## src/rtl/simon_pkg.sv

```systemverilog
// Shared types and constants for the Simon Says game controller.
// Covers state encoding, display codes and the LFSR-to-symbol mapping.
package simon_pkg;

  localparam int unsigned SYM_W       = 3;
  localparam int unsigned NUM_SYMBOLS = 6;
  localparam int unsigned DISP_W      = 8;
  localparam int unsigned LVL_W       = 5;
  localparam int unsigned LFSR_W      = 16;
  localparam int unsigned STATE_W     = 3;

  localparam logic [DISP_W-1:0] DISP_BLANK = 8'hFF;

  typedef logic [STATE_W-1:0] state_t;

  localparam state_t IDLE   = 3'd0;
  localparam state_t APPEND = 3'd1;
  localparam state_t GAP    = 3'd2;
  localparam state_t SHOW   = 3'd3;
  localparam state_t INPUT  = 3'd4;
  localparam state_t WIN    = 3'd5;
  localparam state_t LOSE   = 3'd6;

  // Registered output bundle presented to the display and LEDs
  typedef struct packed {
    logic [DISP_W-1:0] disp;
    logic              busy;
    logic              win;
    logic              lose;
  } status_t;

  // Fold the two out-of-range raw values (6, 7) back onto symbols 0 and 1
  function automatic logic [SYM_W-1:0] lfsr_to_sym(input logic [SYM_W-1:0] raw);
    logic [SYM_W-1:0] sym;
    sym = raw;
    if (raw >= SYM_W'(NUM_SYMBOLS)) begin
      sym = raw - SYM_W'(NUM_SYMBOLS);
    end
    return sym;
  endfunction

endpackage

```

## src/rtl/simon_sequencer_if.sv

```systemverilog
// Player/display-side signal bundle of the Simon sequencer.
// The controller takes the slave side; the surrounding datapath drives the master side.
interface simon_sequencer_if;
  import simon_pkg::*;

  logic              start;
  logic              key_valid;
  logic [SYM_W-1:0]  key_code;
  logic [DISP_W-1:0] disp_code;
  logic [LVL_W-1:0]  level;
  logic              busy;
  logic              win;
  logic              lose;

  modport master (
    output start, key_valid, key_code,
    input  disp_code, level, busy, win, lose
  );

  modport slave (
    input  start, key_valid, key_code,
    output disp_code, level, busy, win, lose
  );

endinterface

```

## src/rtl/simon_lfsr.sv

```systemverilog
// Free-running 16-bit Fibonacci LFSR (taps 16,14,13,11) feeding new game symbols.
// Reloads SEED on reset; SEED must be nonzero or the register locks up at zero.
module simon_lfsr
  import simon_pkg::*;
#(
  parameter logic [LFSR_W-1:0] SEED = 16'hACE1
) (
  input  logic              clk,
  input  logic              reset,
  output logic [LFSR_W-1:0] lfsr_o
);

  logic [LFSR_W-1:0] lfsr_q;
  logic [LFSR_W-1:0] lfsr_d;
  logic              feedback;

  always_comb begin
    feedback = lfsr_q[15] ^ lfsr_q[13] ^ lfsr_q[12] ^ lfsr_q[10];
    lfsr_d   = {lfsr_q[LFSR_W-2:0], feedback};
  end

  always_ff @(posedge clk) begin
    if (reset) begin
      lfsr_q <= SEED;
    end else begin
      lfsr_q <= lfsr_d;
    end
  end

  assign lfsr_o = lfsr_q;

endmodule

```

## src/rtl/simon_sequencer.sv

```systemverilog
// Simon Says game controller: grows a random symbol sequence, plays it back on the
// display, then checks player key presses. MAX_LEN up to 31 fits the 5-bit level output.
module simon_sequencer
  import simon_pkg::*;
#(
  parameter int unsigned       MAX_LEN     = 16,
  parameter int unsigned       SHOW_CYCLES = 25000000,
  parameter int unsigned       GAP_CYCLES  = 12500000,
  parameter logic [LFSR_W-1:0] LFSR_SEED   = 16'hACE1
) (
  input  logic            clk,
  input  logic            reset,
  simon_sequencer_if.slave bus_if
);

  localparam int unsigned TMR_MAX = (SHOW_CYCLES > GAP_CYCLES) ? SHOW_CYCLES : GAP_CYCLES;
  localparam int unsigned TMR_W   = (TMR_MAX > 1) ? $clog2(TMR_MAX) : 1;
  localparam int unsigned IDX_W   = $clog2(MAX_LEN);

  localparam logic [TMR_W-1:0] SHOW_LAST = TMR_W'(SHOW_CYCLES - 1);
  localparam logic [TMR_W-1:0] GAP_LAST  = TMR_W'(GAP_CYCLES - 1);
  localparam logic [LVL_W-1:0] LVL_MAX   = LVL_W'(MAX_LEN);
  localparam status_t          OUT_RST   = '{disp: DISP_BLANK, busy: 1'b0, win: 1'b0, lose: 1'b0};

  state_t            state_q;
  state_t            state_d;
  logic [TMR_W-1:0]  timer_q;
  logic [TMR_W-1:0]  timer_d;
  logic [LVL_W-1:0]  index_q;
  logic [LVL_W-1:0]  index_d;
  logic [LVL_W-1:0]  level_q;
  logic [LVL_W-1:0]  level_d;
  status_t           out_q;
  status_t           out_d;

  logic [SYM_W-1:0]  seq_q [MAX_LEN];
  logic [SYM_W-1:0]  cur_sym;
  logic [SYM_W-1:0]  new_sym;
  logic [LFSR_W-1:0] lfsr;
  logic              lfsr_unused;

  simon_lfsr #(
    .SEED (LFSR_SEED)
  ) u_lfsr (
    .clk    (clk),
    .reset  (reset),
    .lfsr_o (lfsr)
  );

  // Only the low symbol bits drive the game; the rest just keep the LFSR long-period
  assign new_sym     = lfsr_to_sym(lfsr[SYM_W-1:0]);
  assign lfsr_unused = ^lfsr[LFSR_W-1:SYM_W];

  // index only reaches MAX_LEN in GAP, where the read value is not used
  assign cur_sym = seq_q[index_q[IDX_W-1:0]];

  // Sequence store: written once per round at the current level
  always_ff @(posedge clk) begin
    if (state_q == APPEND) begin
      seq_q[level_q[IDX_W-1:0]] <= new_sym;
    end
  end

  // State, counters and output registers
  always_ff @(posedge clk) begin
    if (reset) begin
      state_q <= IDLE;
      timer_q <= '0;
      index_q <= '0;
      level_q <= '0;
      out_q   <= OUT_RST;
    end else begin
      state_q <= state_d;
      timer_q <= timer_d;
      index_q <= index_d;
      level_q <= level_d;
      out_q   <= out_d;
    end
  end

  // Next-state and counter update
  always_comb begin
    state_d = state_q;
    timer_d = timer_q;
    index_d = index_q;
    level_d = level_q;

    case (state_q)
      IDLE, WIN, LOSE: begin
        if (bus_if.start) begin
          state_d = APPEND;
          level_d = '0;
        end
      end

      APPEND: begin
        level_d = level_q + LVL_W'(1);
        index_d = '0;
        timer_d = '0;
        state_d = GAP;
      end

      GAP: begin
        if (timer_q == GAP_LAST) begin
          timer_d = '0;
          if (index_q < level_q) begin
            state_d = SHOW;
          end else begin
            state_d = INPUT;
            index_d = '0;
          end
        end else begin
          timer_d = timer_q + TMR_W'(1);
        end
      end

      SHOW: begin
        if (timer_q == SHOW_LAST) begin
          timer_d = '0;
          index_d = index_q + LVL_W'(1);
          state_d = GAP;
        end else begin
          timer_d = timer_q + TMR_W'(1);
        end
      end

      // key_valid takes priority; start is never looked at here
      INPUT: begin
        if (bus_if.key_valid) begin
          if (bus_if.key_code == cur_sym) begin
            if (index_q == level_q - LVL_W'(1)) begin
              state_d = (level_q == LVL_MAX) ? WIN : APPEND;
            end else begin
              index_d = index_q + LVL_W'(1);
            end
          end else begin
            state_d = LOSE;
          end
        end
      end

      default: begin
        state_d = IDLE;
      end
    endcase
  end

  // Output decode from the current state, registered one cycle later
  always_comb begin
    out_d = '{disp: DISP_BLANK, busy: 1'b1, win: 1'b0, lose: 1'b0};

    case (state_q)
      IDLE: begin
        out_d.busy = 1'b0;
      end
      SHOW: begin
        out_d.disp = DISP_W'(cur_sym);
      end
      WIN: begin
        out_d.busy = 1'b0;
        out_d.win  = 1'b1;
      end
      LOSE: begin
        out_d.busy = 1'b0;
        out_d.lose = 1'b1;
        out_d.disp = DISP_W'(cur_sym);
      end
      default: begin
      end
    endcase
  end

  assign bus_if.disp_code = out_q.disp;
  assign bus_if.level     = level_q;
  assign bus_if.busy      = out_q.busy;
  assign bus_if.win       = out_q.win;
  assign bus_if.lose      = out_q.lose;

endmodule

```

## src/flat_wrapper.sv

```systemverilog
// flat-port wrapper written by rule: the top's interface ports become plain ports
module simon_sequencer_flat import simon_pkg::*;
#(
  parameter int unsigned       MAX_LEN     = 16,
  parameter int unsigned       SHOW_CYCLES = 25000000,
  parameter int unsigned       GAP_CYCLES  = 12500000,
  parameter logic [LFSR_W-1:0] LFSR_SEED   = 16'hACE1
)
  (clk, reset, bus_if_start, bus_if_key_valid, bus_if_key_code, bus_if_disp_code, bus_if_level, bus_if_busy, bus_if_win, bus_if_lose);
  simon_sequencer_if bus_if_i ();
  input  logic clk;
  input  logic reset;
  input wire logic [$bits(bus_if_i.start)-1:0] bus_if_start;
  input wire logic [$bits(bus_if_i.key_valid)-1:0] bus_if_key_valid;
  input wire logic [$bits(bus_if_i.key_code)-1:0] bus_if_key_code;
  output wire logic [$bits(bus_if_i.disp_code)-1:0] bus_if_disp_code;
  output wire logic [$bits(bus_if_i.level)-1:0] bus_if_level;
  output wire logic [$bits(bus_if_i.busy)-1:0] bus_if_busy;
  output wire logic [$bits(bus_if_i.win)-1:0] bus_if_win;
  output wire logic [$bits(bus_if_i.lose)-1:0] bus_if_lose;
  assign bus_if_i.start = bus_if_start;
  assign bus_if_i.key_valid = bus_if_key_valid;
  assign bus_if_i.key_code = bus_if_key_code;
  assign bus_if_disp_code = bus_if_i.disp_code;
  assign bus_if_level = bus_if_i.level;
  assign bus_if_busy = bus_if_i.busy;
  assign bus_if_win = bus_if_i.win;
  assign bus_if_lose = bus_if_i.lose;
  simon_sequencer #(.MAX_LEN(MAX_LEN), .SHOW_CYCLES(SHOW_CYCLES), .GAP_CYCLES(GAP_CYCLES), .LFSR_SEED(LFSR_SEED)) u_core (.clk(clk), .reset(reset), .bus_if(bus_if_i));
endmodule
```

## config.mk

```make
export PLATFORM = sky130hd
export DESIGN_NAME = simon_sequencer_flat
export DESIGN_NICKNAME = d
export VERILOG_FILES = /design/src/rtl/simon_pkg.sv /design/src/rtl/simon_sequencer_if.sv /design/src/rtl/simon_lfsr.sv /design/src/rtl/simon_sequencer.sv /design/src/flat_wrapper.sv
export SDC_FILE = /design/constraint.sdc
export NUM_CORES = 1
export LEC_CHECK = 0
export CAP_MARGIN = 20
export CORE_ASPECT_RATIO = 0.5
export CORE_MARGIN = 1
export CORE_UTILIZATION = 50
export DETAILED_ROUTE_END_ITERATION = 10
export PLACE_DENSITY_LB_ADDON = 0.12
export RECOVER_POWER = 50
export SLEW_MARGIN = 5
export SYNTH_ARGS = -nofsm -noshare
export SYNTH_HDL_FRONTEND = slang
export SYNTH_HIERARCHICAL = 1
export SYNTH_SLANG_ARGS = --single-unit
```

## constraint.sdc

```tcl
create_clock -name clk -period 2.1 [get_ports clk]
set_clock_uncertainty 0.15 [all_clocks]
set_input_delay 0.525 -clock clk [delete_from_list [all_inputs] [get_ports clk]]
set_output_delay 0.525 -clock clk [all_outputs]
set_load 0.005 [all_outputs]
```

==> results of run 1 <==
-- final cells by class --
cell class / count / area (sq um)
Clock buffer: 17 / 425
Tap cell: 140 / 175
Clock inverter: 15 / 160
Inverter: 14 / 52.6
Sequential cell: 113 / 2760
Timing Repair Buffer: 134 / 1220
Multi-Input combinational cell: 373 / 2720
Fill cell: 708 / 2800
-- sequential cells by signal (all words and copies together) (netlist names), named ones only --
| signal | count |
|---|---|
| u_core/bus_if.level | 5 |
| u_core/bus_if.disp_code | 4 |
| u_core/seq_q | 48 |
| u_core/bus_if.lose | 1 |
| u_core/bus_if.busy | 1 |
| u_core/index_q | 5 |
| u_core/state_q | 3 |
| u_core/u_lfsr/lfsr_o | 16 |
| u_core/bus_if.win | 1 |
| u_core/timer_q | 25 |
-- stage by stage --
step	total power [mW]	utilization (%)	area, sq um	TNS, ns	setup slack [ns]
2_1_floorplan	3.54	-	5450	-1.25	-0.151
3_3_place_gp	4.07	61.6	6360	-6.39	-0.332
3_5_place_dp	4.09	61.6	6360	-8.12	-0.377
4_1_cts	7.01	68.6	7080	-3.75	-0.364
5_1_grt	7.82	72.8	7510	-10.67	-0.512
6_report	7.48	72.8	7510	-8.44	-0.423
-- what timing repair did --
action / 4_1_cts / 5_1_grt
buffers inserted: 3 / 10
setup endpoints to repair: 38 / 51
gates resized for setup: 28 / 83
pin swaps: 8 / 33
hold buffers: 0 / 0
cloned: 0 / 5
-- per-layer routing --
layer  share of wire, %  GRT usage [%]
met1                 44           28.4
met2                 49           40.3
met3                4.0           5.70
met4                2.6           10.1
met5                  0              0
-- how the worst max path moves through the flow --
| stage | cells past startpoint | slack, ns | from | endpoint |
|---|---|---|---|---|
| after floorplan | 9 | -0.15 | register | u_core/index_q[2]$_SDFFE_PP0P_ |
| after global placement | 9 | -0.33 | register | register |
| after detailed placement | 8 | -0.38 | register | u_core/index_q[1]$_SDFFE_PP0P_ |
| after CTS | 9 | -0.36 | register | register |
| after global routing | 10 | -0.51 | register | u_core/state_q[0]$_SDFFE_PP0P_ |
| final | 9 | -0.42 | register | u_core/index_q[2]$_SDFFE_PP0P_ |
-- worst max-delay path: stages, from the launching register on --
cell	delay [ns]
dfxtp_2	0.32
buf_12	0.15
buf_4	0.14
mux2i_2	0.16
a221oi_2	0.33
xor2_1	0.13
nor4_2	0.44
o21ai_4	0.15
mux2_4	0.34
a21oi_1	0.13
-- power groups by stage --
stage / logic, mW / clock network (mW) / registers, mW
after floorplan: 1.01 / 0 / 2.53
after global routing: 2.35 / 2.97 / 2.50
after detailed placement: 1.56 / 0 / 2.53
after global placement: 1.54 / 0 / 2.53
final: 2.17 / 2.82 / 2.49
after CTS: 1.67 / 2.85 / 2.48
-- Yosys cell counts (all sizes together), types with 2 or more instances --
| cell type | number |
|---|---|
| and2 | 6 |
| o31ai | 2 |
| a21oi | 33 |
| nor2b | 18 |
| nor4 | 5 |
| and4 | 2 |
| o21ai | 33 |
| nor3 | 16 |
| a311oi | 4 |
| inv | 14 |
| o22ai | 3 |
| nand3 | 12 |
| a22oi | 3 |
| xor2 | 7 |
| dfxtp | 65 |
| buf | 15 |
| or4bb | 2 |
| or2 | 8 |
| a221oi | 2 |
| a31oi | 8 |
| clkbuf | 15 |
| nand2b | 9 |
| a211oi | 4 |
| xnor2 | 9 |
| ha | 12 |
| nor2 | 57 |
| o211ai | 6 |
| and3 | 7 |
| nand4b | 2 |
| nor3b | 7 |
| nand2 | 34 |
| mux2 | 9 |
| edfxtp | 48 |
| mux2i | 21 |
| or3 | 7 |
| nand4 | 9 |
-- logic make-up after synthesis --
logic type,Yosys count
buf+inv,44
xor+xnor,16
compound gates,109
flops,113
fa+ha+maj,12
simple gates,205
mux,31
==> run_results.csv, run 1 <==
group,metric,value,unit
synth,ys.flop_type,"dfxtp_1",
sta,finalCriticalPeriod,2.52,ns
synth,synth_cell_types,61,
clocking,clock_latency,0.41,ns
placed_design,portBuffers,22,
setup_path,crit_arrival,2.71,ns
synth,avgSynthCellArea,10.1,sq um
placed_design,placed_cells,755,
global_route,grt_usage,23.3,%
synth,synth_edf_count,48,
sta,hold_viol,0,
synth,synth_top_family_by_area,"simple AND/OR/NAND/NOR gates",
clocking,cts_made_buffers,17,
sta,clock.fmax,0.396,GHz
synth,ys_seq_elements,113,
setup_path,cp-end-kind,"register",
global_route,grt_pass1_wl,19.3,mm
synth,syn_inst,530,
pwr,p_switching,2.27,mW
hold_path,worstHoldEndpoint,"u_core/u_lfsr/lfsr_o[6]$_SDFF_PP1_",
synth,synthMuxAreaShare,6.36,%
floorplan,die_area,11200,sq um
routing,drtIter0Drc,235,
clocking,cts_sinks,113,
synth,yosys.area_share.adder,2.80,%
sta,hold_ws,0.253,ns
synth,yosysWarnings,6,
routing,drt_wl_total,13.7,mm
layout,stdcell_count,806,
hold_path,hold_start,"u_core/u_lfsr/lfsr_o[5]$_SDFF_PP1_",
synth,yosys.area_share.simple,19.8,%
setup_path,crit_path_start_kind,"register",
pwr,p_per_area,995,nW/um^2
layout,drive_above_1_share,34.7,%
setup_path,worstPathRequired,2.29,ns
global_route,grt_max_degree,26,
placed_design,hpwlAfterDp,8.51,mm
synth,synth_nets,549,
hold_path,hp-class,"register to register",
clocking,clockBufferDepth,2,
sta,timing.final.crit_share,120,%
global_route,grt_pass1_vias,4025,
sta,slew_headroom,25.8,%
pwr,intPower,5.21,mW
floorplan,ios,23,
flow_run,drv_cap,0,
routing,post_drt_wl_per_cell,17.0,microns
global_route,grt_overflow,0,
synth,synth.top_cell.area_share,26.8,%
synth,synth_compound_area_share,13.3,%
floorplan,fp.dieH,75.3,microns
pwr,share_seq_of_total_power,33.3,%
clocking,h-tree-depth,4,
layout,nets,672,
setup_path,r2r-end,"u_core/index_q[2]$_SDFFE_PP0P_",
sta,final.setup.worst_slack,-0.423,ns
synth,synth.area.top_cells,"edfxtp_1 27%, dfxtp_1 24%, nor2_1 4.0%",
sta,setup_viol,37,
layout,final_cell_mix,"91 x buf_4, 51 x nor2_1, 51 x dfxtp_1, 48 x edfxtp_1, 34 x nand2_1",
clocking,cts_tree,"built",
synth,seq_area_frac_synth,51.1,%
synth,syn_area,5370,sq um
sta,drv_slew,0,
setup_path,path_max_fanout,14,
status,violations,"negative setup slack",
pwr,ir_worst_vdd,680,uV
placed_design,place_congestion,0.850,
clocking,clk_pin_slew,0.06,ns
status,status,"finished with violations",
clocking,root_buffer,"clkbuf_16",
routing,drc,0,
routing,vias_per_cell,5.52,
synth,synth-xor-area-share,2.61,%
floorplan,coreArea,10300,sq um
pwr,comb_power_share,29.0,%
synth,async_reset_ff_share,0,%
setup_path,r2r_slack,-0.42,ns
setup_path,reg2reg_depth,9,
global_route,antenna_found_initial,0,
sta,rsz0062_at_grt,"true",
pwr,p_leak,2.83,nW
pwr,swShare,30.3,%
floorplan,start_util,52.1,%
pwr,pwr-share-clk,37.7,%
layout,area_growth,39.9,%
floorplan,die_width,149,microns
routing,postRouteAntennaNets,0,
sta,tightest_slew,1.11,ns
setup_path,critPathKind,"register to register",
routing,first_pass_iters,4,
routing,vias,4452,
layout,diodes,0,
hold_path,worst_hold_path.num_cells,1,
floorplan,rows,26,
layout,layout_commonest_cell,"buf_4",
synth,synth_top_cell_by_area,"edfxtp_1",
No activity file was read; power rests on OpenSTA's default activity.
==> run 2: changes to the inputs <==
--- a/config.mk
+++ b/config.mk
@@ -10,6 +10,7 @@
 export CORE_MARGIN = 1
 export CORE_UTILIZATION = 50
 export DETAILED_ROUTE_END_ITERATION = 10
+export MAX_ROUTING_LAYER = met4
 export PLACE_DENSITY_LB_ADDON = 0.12
 export RECOVER_POWER = 50
 export SLEW_MARGIN = 5
==> run 2 against run 1 <==
  * The run still ends with negative setup slack left
  * Via count shrank 0.49%
  * Sequential power is essentially flat
  * Register-to-register slack barely moved
  * Largest power group unchanged
  * Critical endpoint unchanged
==> run_results.csv, run 2 (synthesis results as in run 1) <==
group,metric,value,unit
status,status,"finished with violations",
status,violations,"negative setup slack",
routing,drc,0,
floorplan,fp.dieH,75.3,microns
setup_path,cp_slowest_cell,"nor4_2",
routing,drt_wl_total,13.6,mm
sta,setup_viol,37,
setup_path,r2r-end,"u_core/index_q[2]$_SDFFE_PP0P_",
placed_design,place_congestion,0.863,
global_route,grt_pass1_vias,4027,
clocking,cts_sinks,113,
routing,drtIter0Drc,234,
routing,post_drt_wl_per_cell,16.8,microns
setup_path,path_max_fanout,14,
setup_path,critPathKind,"register to register",
hold_path,worstHoldEndpoint,"u_core/u_lfsr/lfsr_o[6]$_SDFF_PP1_",
sta,tightest_slew,1.09,ns
flow_run,drv_cap,0,
floorplan,start_util,52.1,%
routing,vias,4430,
global_route,antenna_found_initial,0,
layout,largest_reg_flops,48,
setup_path,worstPathRequired,2.29,ns
hold_path,worst_hold_path.num_cells,1,
clocking,postCtsHoldBufs,0,
global_route,grt_pass1_wl,19.3,mm
clocking,clock_latency,0.41,ns
routing,vias_per_cell,5.48,
setup_path,cp_num_buf_inv,2,
routing,first_pass_iters,6,
sta,slew_headroom,26.9,%
sta,hold_ws,0.253,ns
layout,layout_commonest_cell,"buf_4",
sta,drv_slew,0,
sta,rsz0062_at_grt,"true",
setup_path,max_stage_delay,0.44,ns
routing,postRouteAntennaNets,0,
sta,clock.fmax,0.397,GHz
sta,finalCriticalPeriod,2.52,ns
setup_path,reg2reg_depth,9,
floorplan,die_width,149,microns
clocking,cts_tree,"built",
clocking,clockBufferDepth,2,
sta,final.setup.worst_slack,-0.419,ns
pwr,ir_worst_vdd,683,uV
sta,hold_viol,0,
sta,timing.final.crit_share,120,%
setup_path,cp-end-kind,"register",
clocking,root_buffer,"clkbuf_16",
hold_path,hp-class,"register to register",
floorplan,rows,26,
setup_path,path_delay_family,"compound AO/OA/AOI/OAI gates",
floorplan,die_area,11200,sq um
layout,fillers,698,
pwr,p_leak,2.84,nW
layout,area_growth,40.0,%
hold_path,hold_start,"u_core/u_lfsr/lfsr_o[5]$_SDFF_PP1_",
setup_path,crit_arrival,2.71,ns
layout,drive_above_1_share,34.1,%
layout,diodes,0,
placed_design,dp_slack,-0.377,ns
floorplan,coreArea,10300,sq um
global_route,grt_overflow,0,
layout,nets,674,
clocking,h-tree-depth,4,
clocking,clk_pin_slew,0.06,ns
placed_design,hpwlAfterDp,8.51,mm
layout,final_cell_mix,"90 x buf_4, 52 x nor2_1, 51 x dfxtp_1, 48 x edfxtp_1, 34 x nand2_1",
global_route,grt_max_degree,26,
placed_design,portBuffers,22,
clocking,cts_made_buffers,17,
setup_path,crit_path_start_kind,"register",
setup_path,r2r_slack,-0.42,ns
pwr,p_per_area,998,nW/um^2
global_route,grt_usage,24.0,%
setup_path,path_cells,"buf_12 -> buf_4 -> mux2i_2 -> a221oi_2 -> xor2_1 -> nor4_2 -> o21ai_4 -> mux2_4 -> a21oi_1",
floorplan,ios,23,
## run 2: what timing repair did
item / 4_1_cts / 5_1_grt
cloned: 0 / 5
resized for setup: 28 / 81
buffers inserted: 3 / 12
pin swaps: 8 / 32
hold endpoints to repair: 0 / 0
endpoints found under the setup margin: 38 / 51
## run 2: worst max path at each step
stage	from	to	cells after the start
after floorplan	register	u_core/index_q[2]$_SDFFE_PP0P_	9
after global placement	register	register	9
after detailed placement	register	u_core/index_q[1]$_SDFFE_PP0P_	8
after CTS	register	register	9
after global routing	register	u_core/state_q[0]$_SDFFE_PP0P_	10
final	register	u_core/index_q[2]$_SDFFE_PP0P_	9
## run 2: where the power goes
part           total [mW]  switching (mW)  internal [mW]  leakage, nW
registers            2.49          0.0732           2.42        0.972
logic                2.19            1.13           1.07         1.60
clock network        2.82            1.07           1.75        0.273
## run 2: area by class of cell
type / instances / area [sq um] / area share [%]
multi-input combinational: 373 / 2700 / 35.9
tap: 140 / 175 / 2.33
timing repair buffer: 136 / 1240 / 16.5
clock inverter: 15 / 160 / 2.13
inverter: 14 / 52.6 / 0.699
sequential: 113 / 2760 / 36.8
clock buffer: 17 / 425 / 5.66
## run 2: metrics by stage
| step | util [%] | power, mW | TNS, ns | instance area [sq um] | cells |
|---|---|---|---|---|---|
| after floorplan | - | 3.54 | -1.25 | 5450 | 530 |
| after global placement | 61.6 | 4.07 | -6.39 | 6360 | 755 |
| after detailed placement | 61.6 | 4.09 | -8.12 | 6360 | 755 |
| after CTS | 68.6 | 7.01 | -3.75 | 7080 | 790 |
| after global routing | 72.9 | 7.83 | -10.45 | 7520 | 808 |
| final | 72.9 | 7.50 | -7.66 | 7520 | 808 |
## run 2: metal layers
metal / vias up / GRT usage (%) / routed length, microns
met4: 0 / 11.1 / 312
li1: 2179 / - / -
met3: 32 / 4.97 / 578
met5: - / - / 0
met2: 114 / 40.4 / 6620
met1: 2105 / 28.3 / 6060
